===== src/rtl/vm1_vcram_ctl_if.sv =====
// vm1_vcram_ctl_if -- bundle of every signal between the VM1 register-file
// port-B controller and its surroundings except clock and reset.
//
// Groups:
//   control   : init_start (in), busy (out), state_dbg (out, FSM state)
//   requester : rN_req / rN_we / rN_addr / rN_wdata (in),
//               rN_ack / rN_rvalid (out), rdata (out), N = 0, 1
//   snoop     : a_wren / a_addr (in), port-A write activity
//   RAM B     : ram_addr_b / ram_data_b / ram_wren_b (out), ram_q_b (in)
//
// Handshake: a requester raises rN_req with we/addr/wdata stable and holds
// all of them until it sees rN_ack high at a rising edge. That edge is the
// access. For a read, rN_rvalid is high in the following cycle and rdata
// carries the word. An ack is never registered: it is a combinational grant.
//
// slave  : the controller's view.
// master : the environment's view (requesters, RAM model, snoop source).
interface vm1_vcram_ctl_if #(
  parameter int AW = 6,
  parameter int DW = 16
);
  logic          init_start;
  logic          busy;
  logic [0:0]    state_dbg;
  logic          r0_req;
  logic          r0_we;
  logic [AW-1:0] r0_addr;
  logic [DW-1:0] r0_wdata;
  logic          r0_ack;
  logic          r0_rvalid;
  logic          r1_req;
  logic          r1_we;
  logic [AW-1:0] r1_addr;
  logic [DW-1:0] r1_wdata;
  logic          r1_ack;
  logic          r1_rvalid;
  logic [DW-1:0] rdata;
  logic          a_wren;
  logic [AW-1:0] a_addr;
  logic [AW-1:0] ram_addr_b;
  logic [DW-1:0] ram_data_b;
  logic          ram_wren_b;
  logic [DW-1:0] ram_q_b;

  modport slave (
    input  init_start, r0_req, r0_we, r0_addr, r0_wdata,
           r1_req, r1_we, r1_addr, r1_wdata, a_wren, a_addr, ram_q_b,
    output busy, state_dbg, r0_ack, r0_rvalid, r1_ack, r1_rvalid, rdata,
           ram_addr_b, ram_data_b, ram_wren_b
  );

  modport master (
    output init_start, r0_req, r0_we, r0_addr, r0_wdata,
           r1_req, r1_we, r1_addr, r1_wdata, a_wren, a_addr, ram_q_b,
    input  busy, state_dbg, r0_ack, r0_rvalid, r1_ack, r1_rvalid, rdata,
           ram_addr_b, ram_data_b, ram_wren_b
  );
endinterface


===== src/rtl/vm1_vcram_ctl.sv =====
// vm1_vcram_ctl -- port-B controller for the VM1 64x16 dual-port register
// file. After reset (or an init_start pulse while running) it writes
// INIT_DATA to every word, one word per cycle. Afterwards it shares port B
// between r0 (microcode writeback) and r1 (console/debug) with a
// round-robin arbiter, holding back any write that would hit the same
// address port A is writing in that cycle.
//
// Ports:
//   clock : rising-edge clock
//   reset : asynchronous, active-high
//   bus   : vm1_vcram_ctl_if.slave (requesters, snoop, RAM port B, status)
module vm1_vcram_ctl #(
  parameter int            AW        = 6,
  parameter int            DW        = 16,
  parameter logic [DW-1:0] INIT_DATA = '0
) (
  input  logic             clock,
  input  logic             reset,
  vm1_vcram_ctl_if.slave   bus
);
  localparam logic [0:0]    ST_INIT   = 1'b0;
  localparam logic [0:0]    ST_RUN    = 1'b1;
  localparam logic [AW-1:0] LAST_ADDR = {AW{1'b1}};

  logic [0:0]    r_state;
  logic [AW-1:0] r_cnt;
  logic          r_ptr;      // side that wins a tie: 0 = r0, 1 = r1
  logic          r_rvalid0;
  logic          r_rvalid1;

  logic w_run;
  logic w_elig0;
  logic w_elig1;
  logic w_gnt0;
  logic w_gnt1;

  // Reset gates the grant path combinationally so no ack or write strobe
  // can appear while reset is high, even mid-cycle.
  assign w_run = (r_state == ST_RUN) && !reset;

  // A write to the address port A is writing this cycle is held back.
  // Reads stay eligible: the registered RAM returns the pre-write word.
  assign w_elig0 = bus.r0_req &&
                   !(bus.r0_we && bus.a_wren && (bus.r0_addr == bus.a_addr));
  assign w_elig1 = bus.r1_req &&
                   !(bus.r1_we && bus.a_wren && (bus.r1_addr == bus.a_addr));

  assign w_gnt0 = w_run && w_elig0 && (!w_elig1 || !r_ptr);
  assign w_gnt1 = w_run && w_elig1 && (!w_elig0 ||  r_ptr);

  always_comb begin
    bus.ram_wren_b = 1'b0;
    bus.ram_addr_b = bus.r0_addr;
    bus.ram_data_b = bus.r0_wdata;
    if (r_state == ST_INIT) begin
      bus.ram_wren_b = !reset;
      bus.ram_addr_b = r_cnt;
      bus.ram_data_b = INIT_DATA;
    end else if (w_gnt1) begin
      bus.ram_wren_b = bus.r1_we;
      bus.ram_addr_b = bus.r1_addr;
      bus.ram_data_b = bus.r1_wdata;
    end else if (w_gnt0) begin
      bus.ram_wren_b = bus.r0_we;
    end
  end

  always_ff @(posedge clock or posedge reset) begin
    if (reset) begin
      r_state   <= ST_INIT;
      r_cnt     <= '0;
      r_ptr     <= 1'b0;
      r_rvalid0 <= 1'b0;
      r_rvalid1 <= 1'b0;
    end else begin
      // Registered so an rvalid due from the last RUN cycle still arrives
      // in the first INIT cycle after init_start.
      r_rvalid0 <= w_gnt0 && !bus.r0_we;
      r_rvalid1 <= w_gnt1 && !bus.r1_we;
      if (r_state == ST_INIT) begin
        // Counter wraps to 0 on the edge that writes the last address.
        r_cnt <= r_cnt + 1'b1;
        if (r_cnt == LAST_ADDR) begin
          r_state <= ST_RUN;
        end
      end else begin
        if (w_gnt0) begin
          r_ptr <= 1'b1;
        end else if (w_gnt1) begin
          r_ptr <= 1'b0;
        end
        if (bus.init_start) begin
          r_state <= ST_INIT;
          r_cnt   <= '0;
        end
      end
    end
  end

  assign bus.busy      = reset || (r_state == ST_INIT);
  assign bus.state_dbg = r_state;
  assign bus.r0_ack    = w_gnt0;
  assign bus.r1_ack    = w_gnt1;
  assign bus.r0_rvalid = r_rvalid0;
  assign bus.r1_rvalid = r_rvalid1;
  assign bus.rdata     = bus.ram_q_b;
endmodule


===== src/flat_wrapper.sv =====
// flat-port wrapper written by rule: the top's interface ports become plain ports
module vm1_vcram_ctl_flat 
#(
  parameter int            AW        = 6,
  parameter int            DW        = 16,
  parameter logic [DW-1:0] INIT_DATA = '0
)
  (clock, reset, bus_init_start, bus_r0_req, bus_r0_we, bus_r0_addr, bus_r0_wdata, bus_r1_req, bus_r1_we, bus_r1_addr, bus_r1_wdata, bus_a_wren, bus_a_addr, bus_ram_q_b, bus_busy, bus_state_dbg, bus_r0_ack, bus_r0_rvalid, bus_r1_ack, bus_r1_rvalid, bus_rdata, bus_ram_addr_b, bus_ram_data_b, bus_ram_wren_b);
  vm1_vcram_ctl_if #(.AW(AW), .DW(DW)) bus_i ();
  input  logic clock;
  input  logic reset;
  input wire logic [$bits(bus_i.init_start)-1:0] bus_init_start;
  input wire logic [$bits(bus_i.r0_req)-1:0] bus_r0_req;
  input wire logic [$bits(bus_i.r0_we)-1:0] bus_r0_we;
  input wire logic [$bits(bus_i.r0_addr)-1:0] bus_r0_addr;
  input wire logic [$bits(bus_i.r0_wdata)-1:0] bus_r0_wdata;
  input wire logic [$bits(bus_i.r1_req)-1:0] bus_r1_req;
  input wire logic [$bits(bus_i.r1_we)-1:0] bus_r1_we;
  input wire logic [$bits(bus_i.r1_addr)-1:0] bus_r1_addr;
  input wire logic [$bits(bus_i.r1_wdata)-1:0] bus_r1_wdata;
  input wire logic [$bits(bus_i.a_wren)-1:0] bus_a_wren;
  input wire logic [$bits(bus_i.a_addr)-1:0] bus_a_addr;
  input wire logic [$bits(bus_i.ram_q_b)-1:0] bus_ram_q_b;
  output wire logic [$bits(bus_i.busy)-1:0] bus_busy;
  output wire logic [$bits(bus_i.state_dbg)-1:0] bus_state_dbg;
  output wire logic [$bits(bus_i.r0_ack)-1:0] bus_r0_ack;
  output wire logic [$bits(bus_i.r0_rvalid)-1:0] bus_r0_rvalid;
  output wire logic [$bits(bus_i.r1_ack)-1:0] bus_r1_ack;
  output wire logic [$bits(bus_i.r1_rvalid)-1:0] bus_r1_rvalid;
  output wire logic [$bits(bus_i.rdata)-1:0] bus_rdata;
  output wire logic [$bits(bus_i.ram_addr_b)-1:0] bus_ram_addr_b;
  output wire logic [$bits(bus_i.ram_data_b)-1:0] bus_ram_data_b;
  output wire logic [$bits(bus_i.ram_wren_b)-1:0] bus_ram_wren_b;
  assign bus_i.init_start = bus_init_start;
  assign bus_i.r0_req = bus_r0_req;
  assign bus_i.r0_we = bus_r0_we;
  assign bus_i.r0_addr = bus_r0_addr;
  assign bus_i.r0_wdata = bus_r0_wdata;
  assign bus_i.r1_req = bus_r1_req;
  assign bus_i.r1_we = bus_r1_we;
  assign bus_i.r1_addr = bus_r1_addr;
  assign bus_i.r1_wdata = bus_r1_wdata;
  assign bus_i.a_wren = bus_a_wren;
  assign bus_i.a_addr = bus_a_addr;
  assign bus_i.ram_q_b = bus_ram_q_b;
  assign bus_busy = bus_i.busy;
  assign bus_state_dbg = bus_i.state_dbg;
  assign bus_r0_ack = bus_i.r0_ack;
  assign bus_r0_rvalid = bus_i.r0_rvalid;
  assign bus_r1_ack = bus_i.r1_ack;
  assign bus_r1_rvalid = bus_i.r1_rvalid;
  assign bus_rdata = bus_i.rdata;
  assign bus_ram_addr_b = bus_i.ram_addr_b;
  assign bus_ram_data_b = bus_i.ram_data_b;
  assign bus_ram_wren_b = bus_i.ram_wren_b;
  vm1_vcram_ctl #(.AW(AW), .DW(DW), .INIT_DATA(INIT_DATA)) u_core (.clock(clock), .reset(reset), .bus(bus_i));
endmodule

===== config.mk =====
export PLATFORM = sky130hd
export DESIGN_NAME = vm1_vcram_ctl_flat
export DESIGN_NICKNAME = d
export VERILOG_FILES = /design/src/rtl/vm1_vcram_ctl_if.sv /design/src/rtl/vm1_vcram_ctl.sv /design/src/flat_wrapper.sv
export SDC_FILE = /design/constraint.sdc
export NUM_CORES = 1
export LEC_CHECK = 0
export ABC_AREA = 1
export BUFFER_PORTS_ARGS = -buffer_cell sky130_fd_sc_hd__buf_2
export CAP_MARGIN = 20
export CORE_MARGIN = 4
export CORE_UTILIZATION = 40
export CTS_CLUSTER_SIZE = 12
export DETAILED_ROUTE_END_ITERATION = 6
export GPL_ROUTABILITY_DRIVEN = 0
export MAX_ROUTING_LAYER = met4
export PLACE_DENSITY = 0.86
export SETUP_SLACK_MARGIN = 0.4
export SLEW_MARGIN = 5
export SYNTH_ARGS = -nofsm -noshare
export SYNTH_HDL_FRONTEND = slang
export SYNTH_SLANG_ARGS = --single-unit

===== constraint.sdc =====
create_clock -name clock -period 2.2 [get_ports clock]
set_clock_uncertainty 0.2 [all_clocks]
set_input_delay 0.22 -clock clock [delete_from_list [all_inputs] [get_ports clock]]
set_output_delay 0.22 -clock clock [all_outputs]
set_load 0.03 [all_outputs]

==> After elaboration in Yosys (flattened, before gate mapping) <==
Cells that the tools add are included.
W data, S select, Z words.
{ "word_totals": {"regBits": 10, "latch_bits": 0, "mem_bits_rw": 0, "romBits": 0, "output_inout_bits": 45, "wordCells": 51, "memories": 0} }
{ "classes": {"add_sub_neg": 1, "mul": 0, "div": 0, "magnitude_cmp": 0, "eq_ne": 4, "n_shift": 0, "mux": 14, "bitwise": 1, "reduce_logical": 26} }
{ "op_table": {"columns": ["op", "count"], "rows": [
  ["$mux W16", 2],
  ["$mux W6", 4],
  ["$logic_and A1 B1 Y1", 13],
  ["$eq A6 B6 Y1", 2],
  ["$logic_not A1 Y1", 8],
  ["$mux W1", 8],
  ["$add A6 B1 Y6 const B", 1],
  ["$eq A6 B6 Y1 const B", 1],
  ["$logic_or A1 B1 Y1", 3],
  ["$ne A2 B2 Y1 const B", 1],
  ["$reduce_and A2 Y1", 1],
  ["$reduce_bool A2 Y1", 1],
  ["$not A1 Y1", 1]
]} }

==> Logic depth before layout (Yosys ltp) <==
{ "depth": {"depth_word": 10, "mapped_depth": 12, "mapped_depth_nobuf": 12} }

==> Worst setup path after synthesis <==
Ideal clock, no wire load.
{ "synth_timing": {"path_type": "reg2out", "from": "reg u_core.r_state (netlist: u_core.bus.state_dbg)", "to": "out bus_ram_data_b[10]", "t_arrival_ps": 2019, "t_required_ps": 1780, "setup_slack_ps": -239, "path_stages_with_launch": 9, "path_cell_list": "dfrtp_1 buf_4 nand2_1 nor2_8 nand2_8 inv_8 buf_12 nor2_2 nor2_1"} }
{ "synth_between": {"elab_chain_len": 5} }
{ "synth_lines": {"columns": ["element", "line", "text"], "rows": [
  ["from (decl)", "vm1_vcram_ctl.sv:25", "logic [0:0] r_state;"],
  ["from (signal assigned)", "vm1_vcram_ctl.sv:70", "r_state <= ST_INIT;"],
  ["from (signal assigned)", "vm1_vcram_ctl.sv:84", "r_state <= ST_RUN;"],
  ["from (signal assigned)", "vm1_vcram_ctl.sv:93", "r_state <= ST_INIT;"],
  ["$logic_and A1 B1 Y1", "vm1_vcram_ctl.sv:39", "assign w_run = (r_state == ST_RUN) && !reset;"],
  ["$logic_and A1 B1 Y1 (2 in a row)", "vm1_vcram_ctl.sv:49", "assign w_gnt1 = w_run && w_elig1 && (!w_elig0 || r_ptr);"],
  ["net bus_r1_ack", "flat_wrapper.sv:28", "output wire logic [$bits(bus_i.r1_ack)-1:0] bus_r1_ack;"],
  ["$mux W16", "vm1_vcram_ctl.sv:59", "end else if (w_gnt1) begin"],
  ["$mux W16", "vm1_vcram_ctl.sv:55", "if (r_state == ST_INIT) begin"],
  ["to (decl)", "flat_wrapper.sv:32", "output wire logic [$bits(bus_i.ram_data_b)-1:0] bus_ram_data_b;"]
]} }
The timed path passes the listed nets, and every way through them passes these cells.

==> Final worst setup path <==
{ "layout_timing": {"from": "in bus_a_addr[1]", "to": "out bus_ram_data_b[2]"} }
{ "layout_between": {"elab_chain_len": 9} }
{ "layout_lines": {"columns": ["element", "line", "text"], "rows": [
  ["from (decl)", "flat_wrapper.sv:22", "input wire logic [$bits(bus_i.a_addr)-1:0] bus_a_addr;"],
  ["$eq A6 B6 Y1", "vm1_vcram_ctl.sv:44", "!(bus.r0_we && bus.a_wren && (bus.r0_addr == bus.a_addr));"],
  ["$logic_and A1 B1 Y1", "vm1_vcram_ctl.sv:44", null],
  ["$logic_not A1 Y1", "vm1_vcram_ctl.sv:44", null],
  ["$logic_and A1 B1 Y1", "vm1_vcram_ctl.sv:43", "assign w_elig0 = bus.r0_req &&"],
  ["$logic_not A1 Y1", "vm1_vcram_ctl.sv:49", null],
  ["$logic_or A1 B1 Y1", "vm1_vcram_ctl.sv:49", null],
  ["$logic_and A1 B1 Y1 *", "vm1_vcram_ctl.sv:49", null],
  ["$mux W16 *", "vm1_vcram_ctl.sv:59", null],
  ["$mux W16 *", "vm1_vcram_ctl.sv:55", null]
]} }
Every way passes the cells marked *; elsewhere a longest branch is shown, timed or not.

==> impl_results.md <==
- Port Buffers: 86
- Initial Utilization: 42.5%
- Synth Net Count: 293
- Status: completed
- Via count: 1883
- Hold crit path type: in -> reg
- Met1 Use GR: 27.2%
- Iteration-0 DRC Markers: 190
- Area grow syn2layout: 78.5%
- Syn avg cell area: 6.06 µm²
- Total gr overflow: 0
- Minimum clock period: 2.10 ns
- Tot GR Track Use: 21.4%
- Yosys cell types: 28
- Largest net degree at the start of global routing: 24
- Met3 Resource Use GR: 4.10%
- Slew Limit Headroom: 68.0%
- Total CTS buffers: 3
- Fin cells: 354
- Final Cycle Share: 95.4%
- DR WL/cell: 17.7 µm
- Synth top area cells: dfrtp_1 19%, nand2_1 14%, nor2_1 10%
- Routed vias/inst: 5.32
- Slew @ Worst Pin: 0.478 ns
- Final setup violation count: 0
- H-tree levels: 1
- Vias in the first global route: 1552
- Share of post-route cells with drive strength above 1: 61.0%
- First-pass GRT wire length: 7.05 mm
- CTS tree: built
- Core Area: 3100 µm²
- Clock power share: 9.6%
- Mapped Cells: 218
- Switch Pwr: 924 µW
- Netlist Area Pre-Place: 1320 µm²
- Max VDD drop: 0.837 mV
- Clock transition at path regs: 0.07 ns
- Arrival time at the worst endpoint: 1.68 ns
- CP max FO: 12
- Die X: 65.4 µm
- Post-Route Utilization: 75.9%
- Yosys warns: 0
- Global route hottest layer: met2
- Req. time, crit path: 1.78 ns
- DR pass1 iterations: 5
- Number of diodes: 0
- Synth area leader: dfrtp_1
- RSZ-0062 raised after global routing: true
- Ports: 119
- Setup TNS Final: 0 ns
- Critical Path End Type: output pin
- Max cap viols: 0
- Root Buffer: clkbuf_4
- Design internal power: 889 µW
- Clock latency on the worst-skew pair: 0.27 ns
- Combinational share of power: 72.3%
- Initial antenna violation count: 0
- Sequential cell area fraction in the yosys report: 19.0%
- CTS max path bufs: 2
- Placement Setup Slack: 0.151 ns
- Clock sink count: 10
- Peak Freq: 0.476 GHz
- Pwr dens: 769 nW/µm²
- Die height: 65.4 µm
- Final hold vios: 0
- Post-route ant nets: 0
- DP HPWL: 3.39 mm
- Startpoint Class: primary input
- Power share of the sequential group: 18.1%
- Die area: 4280 µm²
- Leak: 0.00117 µW
- Slew Limit Fails: 0
- CP Class: in -> out
- Setup WS post-layout: 0.100 ns
- #FFs+latches synth: 10
- Met2 usage: 35.5%
- FP Rows: 20
- Top cell type's share of synthesized area: 19.0%
- Final Routed Wirelength: 6.26 mm
- Placed cell count: 327
- # DRC: 0
- Final nets: 386
- Switching fraction of total power: 51.0%
==> routing by layer <==
metal,up-vias,share of wire (%)
li1,859,-
met1,837,36
met2,150,48
met3,37,10
met4,0,5.2
met5,-,0
==> power by group through the flow <==
stage               sequential [µW]  combinational (µW)  clock, µW
floorplan                       313                 774          0
global placement                318                 935          0
detailed placement              321                 946          0
CTS                             315                1060        174
global route                    338                1410        187
finish                          328                1310        175
==> cells in the final DEF, fill, tap and decap left out <==
cell and count:
buf_8 1, clkinvlp_4 2, nand2_8 4, buf_6 21, nand3_4 2, buf_12 3
o21ai_2 4, inv_6 1, nor2_2 13, ha_1 1, nand3_2 9, nor2_8 1
nor2_4 16, dfrtp_1 9, buf_4 19, inv_12 1, dlygate4sd3_1 3, nand3b_1 1
nand3_1 10, clkbuf_8 1, o21ai_1 17, o31ai_1 1, or2_2 1, clkbuf_16 1
clkbuf_4 3, mux2i_1 1, buf_2 59, inv_2 10, o22ai_1 2, nand2_4 4
a21oi_1 2, nor2_1 15, dfrtp_2 1, inv_1 18, nand2_1 33, nand2_2 12
o21ai_0 8
==> cell type report <==
| type | count | area [µm²] |
|---|---|---|
| well taps | 44 | 55.1 |
| repair buffers | 107 | 805 |
| repair inverters | 1 | 8.76 |
| fillers | 199 | 747 |
| clock buffers | 4 | 36.3 |
| flip-flops and latches | 10 | 251 |
| inverters | 31 | 136 |
| multi-input cells | 157 | 1060 |
==> registers in the layout, summed over array words and instances, names as in the netlist <==
name,cells
u_core.bus.r0_rvalid,1
u_core.bus.r1_rvalid,1
u_core.bus.state_dbg,1
u_core.r_cnt,6
u_core.r_ptr,1
==> kinds of logic (layout without fill, tap and decap cells) <==
kind of cell,Yosys count,in the layout,synth area share [%]
AND/OR/NAND/NOR,118,121,42.9
buffers and inverters,54,143,23.1
multiplexers,1,1,0.758
AO/OA/AOI/OAI,34,34,13.3
flip-flops,10,10,19.0
adder cells (fa/ha/maj),1,1,0.948
==> timing repair <==
item                                    in CTS  in global routing
hold endpoints to repair                    12                  0
hold buffers                                 3                  0
pin swaps                                    5                 17
gates cloned                                 3                  2
setup buffers                                4                 11
gates resized for setup                     30                 77
endpoints found under the setup margin      24                 28
==> final timing paths <==
path                                                startpoint                        endpoint  slack (ns)  depth (start not counted)
worst max register to register  u_core.bus.state_dbg$_DFF_PP0_     u_core.r_cnt[5]$_DFFE_PP0P_        0.56                          4
worst min register to register     u_core.r_cnt[0]$_DFFE_PP0P_     u_core.r_cnt[0]$_DFFE_PP0P_        0.37                          1
worst min-delay path                                bus_r1_req  u_core.bus.r0_rvalid$_DFF_PP0_        0.13                          4
min in group asynchronous                                reset     u_core.r_cnt[2]$_DFFE_PP0P_        0.49                          4
max in group asynchronous                                reset  u_core.bus.state_dbg$_DFF_PP0_        0.96                          4
worst max-delay path                             bus_a_addr[1]               bus_ram_data_b[2]        0.10                         13
==> Yosys cell counts (all sizes together) <==
library cell,n
a21oi,2
buf,20
clkbuf,3
clkinv,1
dfrtp,10
ha,1
inv,30
mux2i,1
nand2,51
nand3,20
nand3b,1
nor2,45
o21ai,29
o22ai,2
o31ai,1
or2,1
==> critical path, stage by stage <==
cell and delay [ns]:
buf_2 0.12, inv_2 0.08, nand2_1 0.06, o21ai_1 0.09
nor2_1 0.08, nand3_2 0.10, nand2_4 0.07, nor2_8 0.19
buf_12 0.15, nand2_8 0.08, o21ai_1 0.22, nor2_2 0.05
buf_4 0.16
==> through the flow <==
stage                     instance area (µm²)  hold slack [ns]  total power (µW)
after CTS                                1980           0.0984              1550
after global routing                     2360            0.131              1930
after detailed placement                 1770            0.117              1270
after global placement                   1770            0.113              1250
after floorplan                          1450           -0.156              1090
final                                    2360            0.130              1810
(Power assumes the default switching activity.)
